## src/rtl/toy_ctrl_pkg.sv

```systemverilog
// Shared types and encodings for the TOY multi-cycle control sequencer.
package toy_ctrl_pkg;

  typedef enum logic [2:0] {
    ST_FETCH  = 3'd0,
    ST_DECODE = 3'd1,
    ST_EXEC   = 3'd2,
    ST_MEM    = 3'd3,
    ST_WB     = 3'd4,
    ST_HALT   = 3'd5,
    ST_ERROR  = 3'd6
  } state_t;

  localparam logic [3:0] OP_HALT = 4'h0;
  localparam logic [3:0] OP_LDI  = 4'h7;
  localparam logic [3:0] OP_BZ   = 4'hC;
  localparam logic [3:0] OP_BP   = 4'hD;
  localparam logic [3:0] OP_JR   = 4'hE;
  localparam logic [3:0] OP_JAL  = 4'hF;

  localparam logic [2:0] ALU_ADD   = 3'b000;
  localparam logic [2:0] ALU_SUB   = 3'b001;
  localparam logic [2:0] ALU_AND   = 3'b010;
  localparam logic [2:0] ALU_XOR   = 3'b011;
  localparam logic [2:0] ALU_SHL   = 3'b100;
  localparam logic [2:0] ALU_SHR   = 3'b101;
  localparam logic [2:0] ALU_PASSB = 3'b110;

  localparam logic [1:0] WB_ALU  = 2'b00;
  localparam logic [1:0] WB_MEM  = 2'b01;
  localparam logic [1:0] WB_LINK = 2'b10;
  localparam logic [1:0] WB_IMM  = 2'b11;

  function automatic logic is_alu(input logic [3:0] o);
    return (o >= 4'h1) && (o <= 4'h6);
  endfunction

  function automatic logic is_mem(input logic [3:0] o);
    return (o >= 4'h8) && (o <= 4'hB);
  endfunction

  function automatic logic [2:0] alu_sel(input logic [3:0] o);
    case (o)
      4'h1:    return ALU_ADD;
      4'h2:    return ALU_SUB;
      4'h3:    return ALU_AND;
      4'h4:    return ALU_XOR;
      4'h5:    return ALU_SHL;
      4'h6:    return ALU_SHR;
      default: return ALU_PASSB;
    endcase
  endfunction

endpackage

```

## src/rtl/toy_ctrl_timeout.sv

```systemverilog
// Memory wait counter; expired pulses on the wait cycle that reaches MEM_TIMEOUT.
module toy_ctrl_timeout #(
  parameter int TIMEOUT_W   = 4,
  parameter int MEM_TIMEOUT = 15
) (
  input  logic clk,
  input  logic rst_n,
  input  logic clr,
  input  logic inc,
  output logic expired
);

  logic [TIMEOUT_W-1:0] cnt;

  always_ff @(posedge clk or negedge rst_n) begin
    if (!rst_n)   cnt <= '0;
    else if (clr) cnt <= '0;
    else if (inc) cnt <= cnt + TIMEOUT_W'(1);
  end

  // An ack in the final wait cycle drops inc, so the ack wins over expiry.
  assign expired = inc && (cnt == TIMEOUT_W'(MEM_TIMEOUT - 1));

endmodule

```

## src/rtl/toy_multicycle_ctrl.sv

```systemverilog
// FETCH/DECODE/EXEC/MEM/WB sequencer for the TOY CPU with req/ack memory port,
// Z/C flags, branch resolution and sticky timeout / illegal-opcode error.
module toy_multicycle_ctrl
  import toy_ctrl_pkg::*;
#(
  parameter int OP_W        = 4,
  parameter int TIMEOUT_W   = 4,
  parameter int MEM_TIMEOUT = 15
) (
  input  logic            clk,
  input  logic            rst_n,
  input  logic [OP_W-1:0] op,
  input  logic            alu_c,
  input  logic            alu_z,
  input  logic            mem_ack,
  input  logic            run,
  output logic            mem_req,
  output logic            mem_we,
  output logic            ir_we,
  output logic            pc_we,
  output logic            pc_sel,
  output logic            reg_we,
  output logic [1:0]      wb_sel,
  output logic [2:0]      alu_op,
  output logic            flag_c,
  output logic            flag_z,
  output logic            halted,
  output logic            err,
  output logic [2:0]      state
);

  state_t      state_q;
  logic        pc_we_q;
  logic        fetch_ack;
  logic        mem_done;
  logic        expired;
  logic [31:0] op_ext;
  logic [3:0]  opc;
  logic        op_illegal;

  assign op_ext     = 32'(op);
  assign opc        = op_ext[3:0];
  assign op_illegal = |op_ext[31:4];

  // An ack only counts while a request is actually on the port.
  assign fetch_ack = (state_q == ST_FETCH) && mem_req && mem_ack;
  assign mem_done  = (state_q == ST_MEM) && mem_req && mem_ack;

  assign ir_we = fetch_ack;
  assign pc_we = pc_we_q | fetch_ack;
  assign state = state_q;

  toy_ctrl_timeout #(
    .TIMEOUT_W   (TIMEOUT_W),
    .MEM_TIMEOUT (MEM_TIMEOUT)
  ) u_timeout (
    .clk     (clk),
    .rst_n   (rst_n),
    .clr     (!mem_req || mem_ack),
    .inc     (mem_req && !mem_ack),
    .expired (expired)
  );

  // Outputs are registered from the next state, so each takes effect with the state it belongs to.
  always_ff @(posedge clk or negedge rst_n) begin
    if (!rst_n) begin
      state_q <= ST_FETCH;
      mem_req <= 1'b0;
      mem_we  <= 1'b0;
      pc_we_q <= 1'b0;
      pc_sel  <= 1'b0;
      reg_we  <= 1'b0;
      wb_sel  <= WB_ALU;
      alu_op  <= ALU_ADD;
      flag_c  <= 1'b0;
      flag_z  <= 1'b0;
      halted  <= 1'b0;
      err     <= 1'b0;
    end else begin
      mem_req <= 1'b0;
      mem_we  <= 1'b0;
      pc_we_q <= 1'b0;
      pc_sel  <= 1'b0;
      reg_we  <= 1'b0;
      wb_sel  <= WB_ALU;
      alu_op  <= ALU_ADD;
      halted  <= 1'b0;
      case (state_q)
        ST_FETCH: begin
          if (fetch_ack) begin
            state_q <= ST_DECODE;
          end else if (expired) begin
            state_q <= ST_ERROR;
            err     <= 1'b1;
          end else begin
            mem_req <= 1'b1;
          end
        end
        ST_DECODE: begin
          if (op_illegal) begin
            state_q <= ST_ERROR;
            err     <= 1'b1;
          end else if (opc == OP_HALT) begin
            state_q <= ST_HALT;
            halted  <= 1'b1;
          end else if (is_mem(opc)) begin
            state_q <= ST_MEM;
            mem_req <= 1'b1;
            mem_we  <= opc[0];
          end else begin
            state_q <= ST_EXEC;
            alu_op  <= alu_sel(opc);
            if (is_alu(opc)) begin
              reg_we <= 1'b1;
              wb_sel <= WB_ALU;
            end else if (opc == OP_LDI) begin
              reg_we <= 1'b1;
              wb_sel <= WB_IMM;
            end else if (opc == OP_BZ) begin
              pc_we_q <= flag_z;
              pc_sel  <= flag_z;
            end else if (opc == OP_BP) begin
              pc_we_q <= !flag_z && !flag_c;
              pc_sel  <= !flag_z && !flag_c;
            end else if (opc == OP_JR) begin
              pc_we_q <= 1'b1;
              pc_sel  <= 1'b1;
            end else if (opc == OP_JAL) begin
              reg_we  <= 1'b1;
              wb_sel  <= WB_LINK;
              pc_we_q <= 1'b1;
              pc_sel  <= 1'b1;
            end
          end
        end
        ST_EXEC: begin
          if (is_alu(opc)) begin
            flag_c <= alu_c;
            flag_z <= alu_z;
          end
          state_q <= ST_FETCH;
          mem_req <= 1'b1;
        end
        ST_MEM: begin
          if (mem_done) begin
            if (mem_we) begin
              state_q <= ST_FETCH;
              mem_req <= 1'b1;
            end else begin
              state_q <= ST_WB;
              reg_we  <= 1'b1;
              wb_sel  <= WB_MEM;
            end
          end else if (expired) begin
            state_q <= ST_ERROR;
            err     <= 1'b1;
          end else begin
            mem_req <= 1'b1;
            mem_we  <= mem_we;
          end
        end
        ST_WB: begin
          state_q <= ST_FETCH;
          mem_req <= 1'b1;
        end
        ST_HALT: begin
          if (run) begin
            state_q <= ST_FETCH;
            mem_req <= 1'b1;
          end else begin
            halted <= 1'b1;
          end
        end
        ST_ERROR: begin
          err <= 1'b1;
        end
        default: begin
          state_q <= ST_ERROR;
          err     <= 1'b1;
        end
      endcase
    end
  end

endmodule

```

## config.mk

```make
export PLATFORM = sky130hd
export DESIGN_NAME = toy_multicycle_ctrl
export DESIGN_NICKNAME = d
export VERILOG_FILES = /design/src/rtl/toy_ctrl_pkg.sv /design/src/rtl/toy_ctrl_timeout.sv /design/src/rtl/toy_multicycle_ctrl.sv
export SDC_FILE = /design/constraint.sdc
export NUM_CORES = 1
export LEC_CHECK = 0
export CELL_PAD_IN_SITES_DETAIL_PLACEMENT = 1
export CELL_PAD_IN_SITES_GLOBAL_PLACEMENT = 1
export CORE_MARGIN = 3
export CORE_UTILIZATION = 37
export DETAILED_ROUTE_END_ITERATION = 12
export PLACE_DENSITY_LB_ADDON = 0.1
export SLEW_MARGIN = 10
export SYNTH_ARGS = -nofsm -noshare
export SYNTH_HDL_FRONTEND = slang
export SYNTH_SLANG_ARGS = --single-unit
```

## constraint.sdc

```tcl
create_clock -name clk -period 1.5 [get_ports clk]
set_input_delay 0.15 -clock clk [delete_from_list [all_inputs] [get_ports clk]]
set_output_delay 0.15 -clock clk [all_outputs]
set_load 0.05 [all_outputs]
```

==> results of run 1 <==
-- how the worst min path moves through the flow --
stage                        to  slack, ns  cells after the start
3_5_place_dp                err       0.51                      2
2_1_floorplan         alu_op[0]      -0.15                      0
4_1_cts                  halted       0.17                      2
6_report       u_timeout.cnt[2]       0.16                      2
5_1_grt        u_timeout.cnt[2]       0.15                      2
3_3_place_gp                err       0.47                      2
-- stage by stage --
stage	utilization (%)	instances	instance area, um^2	worst slack, ns
floorplan	-	104	1140	-0.0146
global placement	53.8	169	1510	-0.138
detailed placement	53.8	169	1510	-0.165
CTS	57.3	181	1610	-0.0555
global route	59.9	182	1680	-0.100
finish	59.9	182	1680	-0.0495
-- cells in the mapped netlist, drive strengths merged, types with 2 or more instances --
cell / number / share of area, %
buf: 6 / 5.2
nand2b: 3 / 1.7
nor3: 3 / 1.4
and4b: 2 / 1.8
a2bb2oi: 2 / 1.6
nand2: 7 / 2.4
ha: 2 / 2.3
nor3b: 3 / 2.0
a21oi: 3 / 1.4
or4: 2 / 1.7
mux2: 2 / 2.7
o21ai: 2 / 0.90
nor2: 9 / 3.0
nand3: 3 / 1.4
and2: 2 / 1.1
xor2: 2 / 1.6
xnor2: 2 / 1.6
inv: 4 / 1.4
dfrtp: 20 / 45
nor4: 2 / 1.1
o221ai: 2 / 1.6
-- power by group --
part	total [mW]	internal, mW	switching, mW
Sequential	0.751	0.659	0.0917
Combinational	1.69	0.779	0.912
Clock	0.322	0.149	0.173
-- worst max-delay path: stages (launching register included) --
cell and delay [ns]:
dfrtp_2 0.43, and2_4 0.14, and2_4 0.13, or2_4 0.23, buf_12 0.15
-- kinds of logic after synthesis --
family                     count (synthesis)  share of synthesized area (%)
DFF                                       20                           45.1
and+or+nand+nor                           45                           25.1
AOI/OAI and AO/OA                         20                           14.8
adders and majority gates                  2                           2.26
muxes                                      2                           2.71
xor gates and xnor gates                   4                           3.16
buffers and inverters                     11                           6.88
-- metal layers --
layer,vias to the layer above,global-route usage [%],wire (um)
met3,5,2.55,137
met4,0,8.36,59
met2,28,28.5,1470
li1,475,-,-
met1,495,23.5,1370
met5,-,0,0
-- layout make-up --
type / count / area [um^2] / area share [%]
clock buffer: 4 / 36.3 / 2.16
inverter: 4 / 15.0 / 0.894
multi-input combinational: 73 / 617 / 36.7
sequential: 20 / 505 / 30.1
tap: 31 / 38.8 / 2.31
timing repair buffer: 50 / 468 / 27.8
-- registers in the layout, indices dropped and copies added (netlist names) --
name           flops
u_timeout.cnt      4
alu_op             3
state              3
wb_sel             2
err                1
flag_c             1
flag_z             1
halted             1
mem_req            1
mem_we             1
pc_we_q            1
reg_we             1
-- timing repair --
action	4_1_cts	5_1_grt
buffers inserted	8	1
resized for setup	1	15
endpoints found under the setup margin	2	11
pin swaps	3	3
==> results.cfg, run 1 <==
[global_route]
antenna_found_initial = 0
grt_pass1_wl_um = 4690
grt_overflow = 0
grt_pass1_vias = 975
grt_max_degree = 21
track_usage_pct = 17.8

[setup_path]
cp-endpoint = pc_we
cp_max_fo = 2
worst-r2r-cell-count = 4
regToRegSetupSlack_ns = -0.02
startpoint = mem_req
worstReg2RegStart = state[2]
critPathKind = reg -> out
start_kind = flop
cp-end-kind = output port
crit_required_ns = 1.35
r2r-end = state[0]
cp.arrival_ns = 1.40

[clock_tree]
cts_tree = done
clock-root-buffer = clkbuf_4
cts_buffers = 3
numClockSinks = 20
clkTransAtPathRegs_ns = 0.12
clock_latency_ns = 0.32
cts_max_level = 1
ctsLongestPathBuffers = 2
cts_hold_buf = 0

[yosys]
async_reset_ff_share_pct = 100
synth_edf_count = 0
syn_avg_cell_area_um2 = 10.7
ys.flop_type = dfrtp_1
synth_area_um2 = 1110
ys_warn_count = 0
ys_seq_area_share_pct = 45.1
synthCells = 104
synth_seq_cells = 20
synth.distinct_cells = 45
synth_nets = 116

[cells_and_area]
antennaDiodeCount = 0
mostFrequentLayoutCell = buf_4
final_nets = 164
nFillCells = 295
drive_above_1_share_pct = 46.4
most-common-layout-cells = buf_4, dfrtp_1, nor2_1, clkdlybuf4s50_1
syn2layout_area_growth_pct = 51.6

[floorplan]
rows = 19
core_um2 = 2810
dieArea_um2 = 3690
ioPinCount = 28
die_h_um = 60.7
start_util_pct = 39.5
die_x_um = 60.7

[placement]
hpwl_um = 2120
io_buffer_count = 27
gp_congestion = 0.775

[detailed_routing]
drtAntennaViolNets = 0
avgRoutedWirePerCell_um = 16.7
num_vias = 1003
first_pass_iters = 6
via_per_inst = 5.51
drc = 0
wirelength_um = 3040
drt_iter0_drc = 25

[timing]
tightest_slew_ns = 0.562
drv_slew = 0
period_share_pct = 103
fin_ws_ns = -0.0495
relSlewSlack_pct = 62.2
whs_ns = 0.158
min_period_ns = 1.55
finalHoldViolCount = 0
setup_tns_ns = -0.0810
finalSetupViolCount = 3
finalClockSkew_ns = 0.00924
rsz0062_at_grt = true
fmax_ghz = 0.645

[power]
finalPower_mw = 2.76
irDropWorstVdd_v = 0.000751
power_density_nw_per_um2 = 1640
leakage_nw = 0.787

[run_status]
failed_checks = setup timing
status = complete, but fails checks

[hold_path]
min_path_type = in -> async

[flow_run]
drv_cap = 0
Note: power is estimated with default switching activity, not from simulation.
==> run 2, diff against run 1 <==
Settings changed: CORE_MARGIN 3 to 10.
==> run 2 against run 1 <==
  * The run still ends with setup timing left
  * Combinational power about the same
  * Sequential share of layout area is 0.46 points lower
  * Routed wire length increased by 7.0%
  * Final cell count increased by 1.1%
  * Highest routed layer unchanged
  * Non-clock buffer count rose by 2
  * Die area grew 51%
  * Sequential cell count is the same
  * Worst setup slack improved by 0.013 ns
  * Largest cell class unchanged
  * Utilization increased by 0.94 points
==> results.cfg, run 2 (same netlist as run 1, synthesis figures left out) <==
[timing]
fmax_ghz = 0.651
fin_ws_ns = -0.0369
tightest_slew_ns = 0.456
finalHoldViolCount = 0
finalClockSkew_ns = 0.000779
rsz0062_at_grt = true
finalSetupViolCount = 2
min_period_ns = 1.54
relSlewSlack_pct = 69.3
drv_slew = 0
period_share_pct = 102

[power]
p_int_mw = 1.57
swShare_pct = 43.1
finalPower_mw = 2.76
leakage_nw = 0.795
clkPwrFrac_pct = 10.2
irDropWorstVdd_v = 0.000917
power.switching_mw = 1.19
power_density_nw_per_um2 = 1620
power_frac_comb_pct = 62.1
seqPwrFrac_pct = 27.7

[clock_tree]
cts_max_level = 1
clkTransAtPathRegs_ns = 0.12
cts_buffers = 3
clock_latency_ns = 0.31
ctsLongestPathBuffers = 2
cts_tree = done
clock-root-buffer = clkbuf_4
cts_hold_buf = 0
numClockSinks = 20

[detailed_routing]
wirelength_um = 3250
first_pass_iters = 4
via_per_inst = 5.48
drtAntennaViolNets = 0
avgRoutedWirePerCell_um = 17.7
drc = 0
drt_iter0_drc = 37
num_vias = 1009

[cells_and_area]
final_nets = 166
multi_input_area_um2 = 608
most-common-layout-cells = buf_4, dfrtp_1, nor2_1, clkdlybuf4s50_1, buf_12
drive_above_1_share_pct = 46.4
mostFrequentLayoutCell = buf_4
largest_reg_flops = 4
nFillCells = 312
regArea_um2 = 505
top_register = u_timeout.cnt
post-route-util_pct = 60.8
antennaDiodeCount = 0
syn2layout_area_growth_pct = 54.0

[run_status]
status = complete, but fails checks
failed_checks = setup timing

[floorplan]
die_h_um = 74.7
rows = 19
dieArea_um2 = 5590
die_x_um = 74.7
core_um2 = 2810
ioPinCount = 28
start_util_pct = 39.5

[global_route]
grt_max_degree = 21
grt_pass1_vias = 1067
grt_overflow = 0
track_usage_pct = 12.3
antenna_found_initial = 0
grt_pass1_wl_um = 5350

[setup_path]
critPathMaxStageDelay_ns = 0.42
cp_slowest_cell = dfrtp_2
cp.arrival_ns = 1.39
crit_required_ns = 1.35
path_cells = and2_4 -> and2_4 -> or2_4 -> buf_12
critPathKind = reg -> out
start_kind = flop
critPathMostFrequentCell = and2_4
cp_max_fo = 2
cp-end-kind = output port

[placement]
place_ws_ns = -0.166
hpwl_um = 2440
io_buffer_count = 27
gp_congestion = 0.844

[flow_run]
drv_cap = 0

[hold_path]
min_path_type = in -> async
## run 2: what timing repair did
item / in CTS / in global routing
setup endpoints to repair: 4 / 9
hold endpoints to repair: 0 / 0
buffers inserted: 7 / 1
pin swaps: 2 / 4
resized for setup: 4 / 9
## run 2: layer usage
| layer | global-route usage, % | up-vias | share of wire, % |
|---|---|---|---|
| met5 | 0 | - | 0 |
| met4 | 5.67 | 0 | 1.5 |
| met3 | 2.63 | 4 | 5.7 |
| met2 | 20.8 | 26 | 49 |
| met1 | 14.6 | 501 | 43 |
| li1 | - | 478 | - |
## run 2: power groups by stage
stage / logic (mW) / registers [mW] / clock network (mW)
after floorplan: 0.596 / 1.10 / 0
after global placement: 1.40 / 0.827 / 0
after detailed placement: 1.43 / 0.839 / 0
after CTS: 1.67 / 0.762 / 0.279
after global routing: 1.82 / 0.786 / 0.309
final: 1.72 / 0.766 / 0.282
## run 2: final timing paths
| kind | startpoint | to | slack [ns] | cells after the start |
|---|---|---|---|---|
| min in group clk | alu_z | flag_z | 0.45 | 2 |
| worst min-delay path | rst_n | u_timeout.cnt[2] | 0.16 | 2 |
| worst max-delay path | mem_req | pc_we | -0.04 | 4 |
| max in group asynchronous | rst_n | state[0] | 1.11 | 2 |
| worst min register to register | err | err | 0.50 | 2 |
| worst max register to register | state[1] | state[1] | 0.03 | 4 |
## run 2: final cells by class
type	count	area share, %
flip-flops and latches	20	29.6
inverters	4	0.880
multi-input cells	73	35.6
clock buffers	4	1.54
well taps	31	2.27
repair buffers	52	30.1
## run 2: worst max-delay path, delay by kind of cell (launching register included)
| family | cells | cell delay (ns) |
|---|---|---|
| buffers and inverters | 1 | 0.15 |
| flip-flops | 1 | 0.42 |
| AND/OR/NAND/NOR | 3 | 0.51 |
## run 2: metrics by stage
stage | cells | area (um^2) | TNS (ns) | hold slack, ns
after CTS | 183 | 1670 | -0.0622 | 0.175
after detailed placement | 172 | 1540 | -0.695 | 0.472
after floorplan | 104 | 1140 | -0.0416 | -0.146
after global routing | 184 | 1710 | -0.184 | 0.171
after global placement | 172 | 1540 | -0.610 | 0.476
final | 184 | 1710 | -0.0607 | 0.163
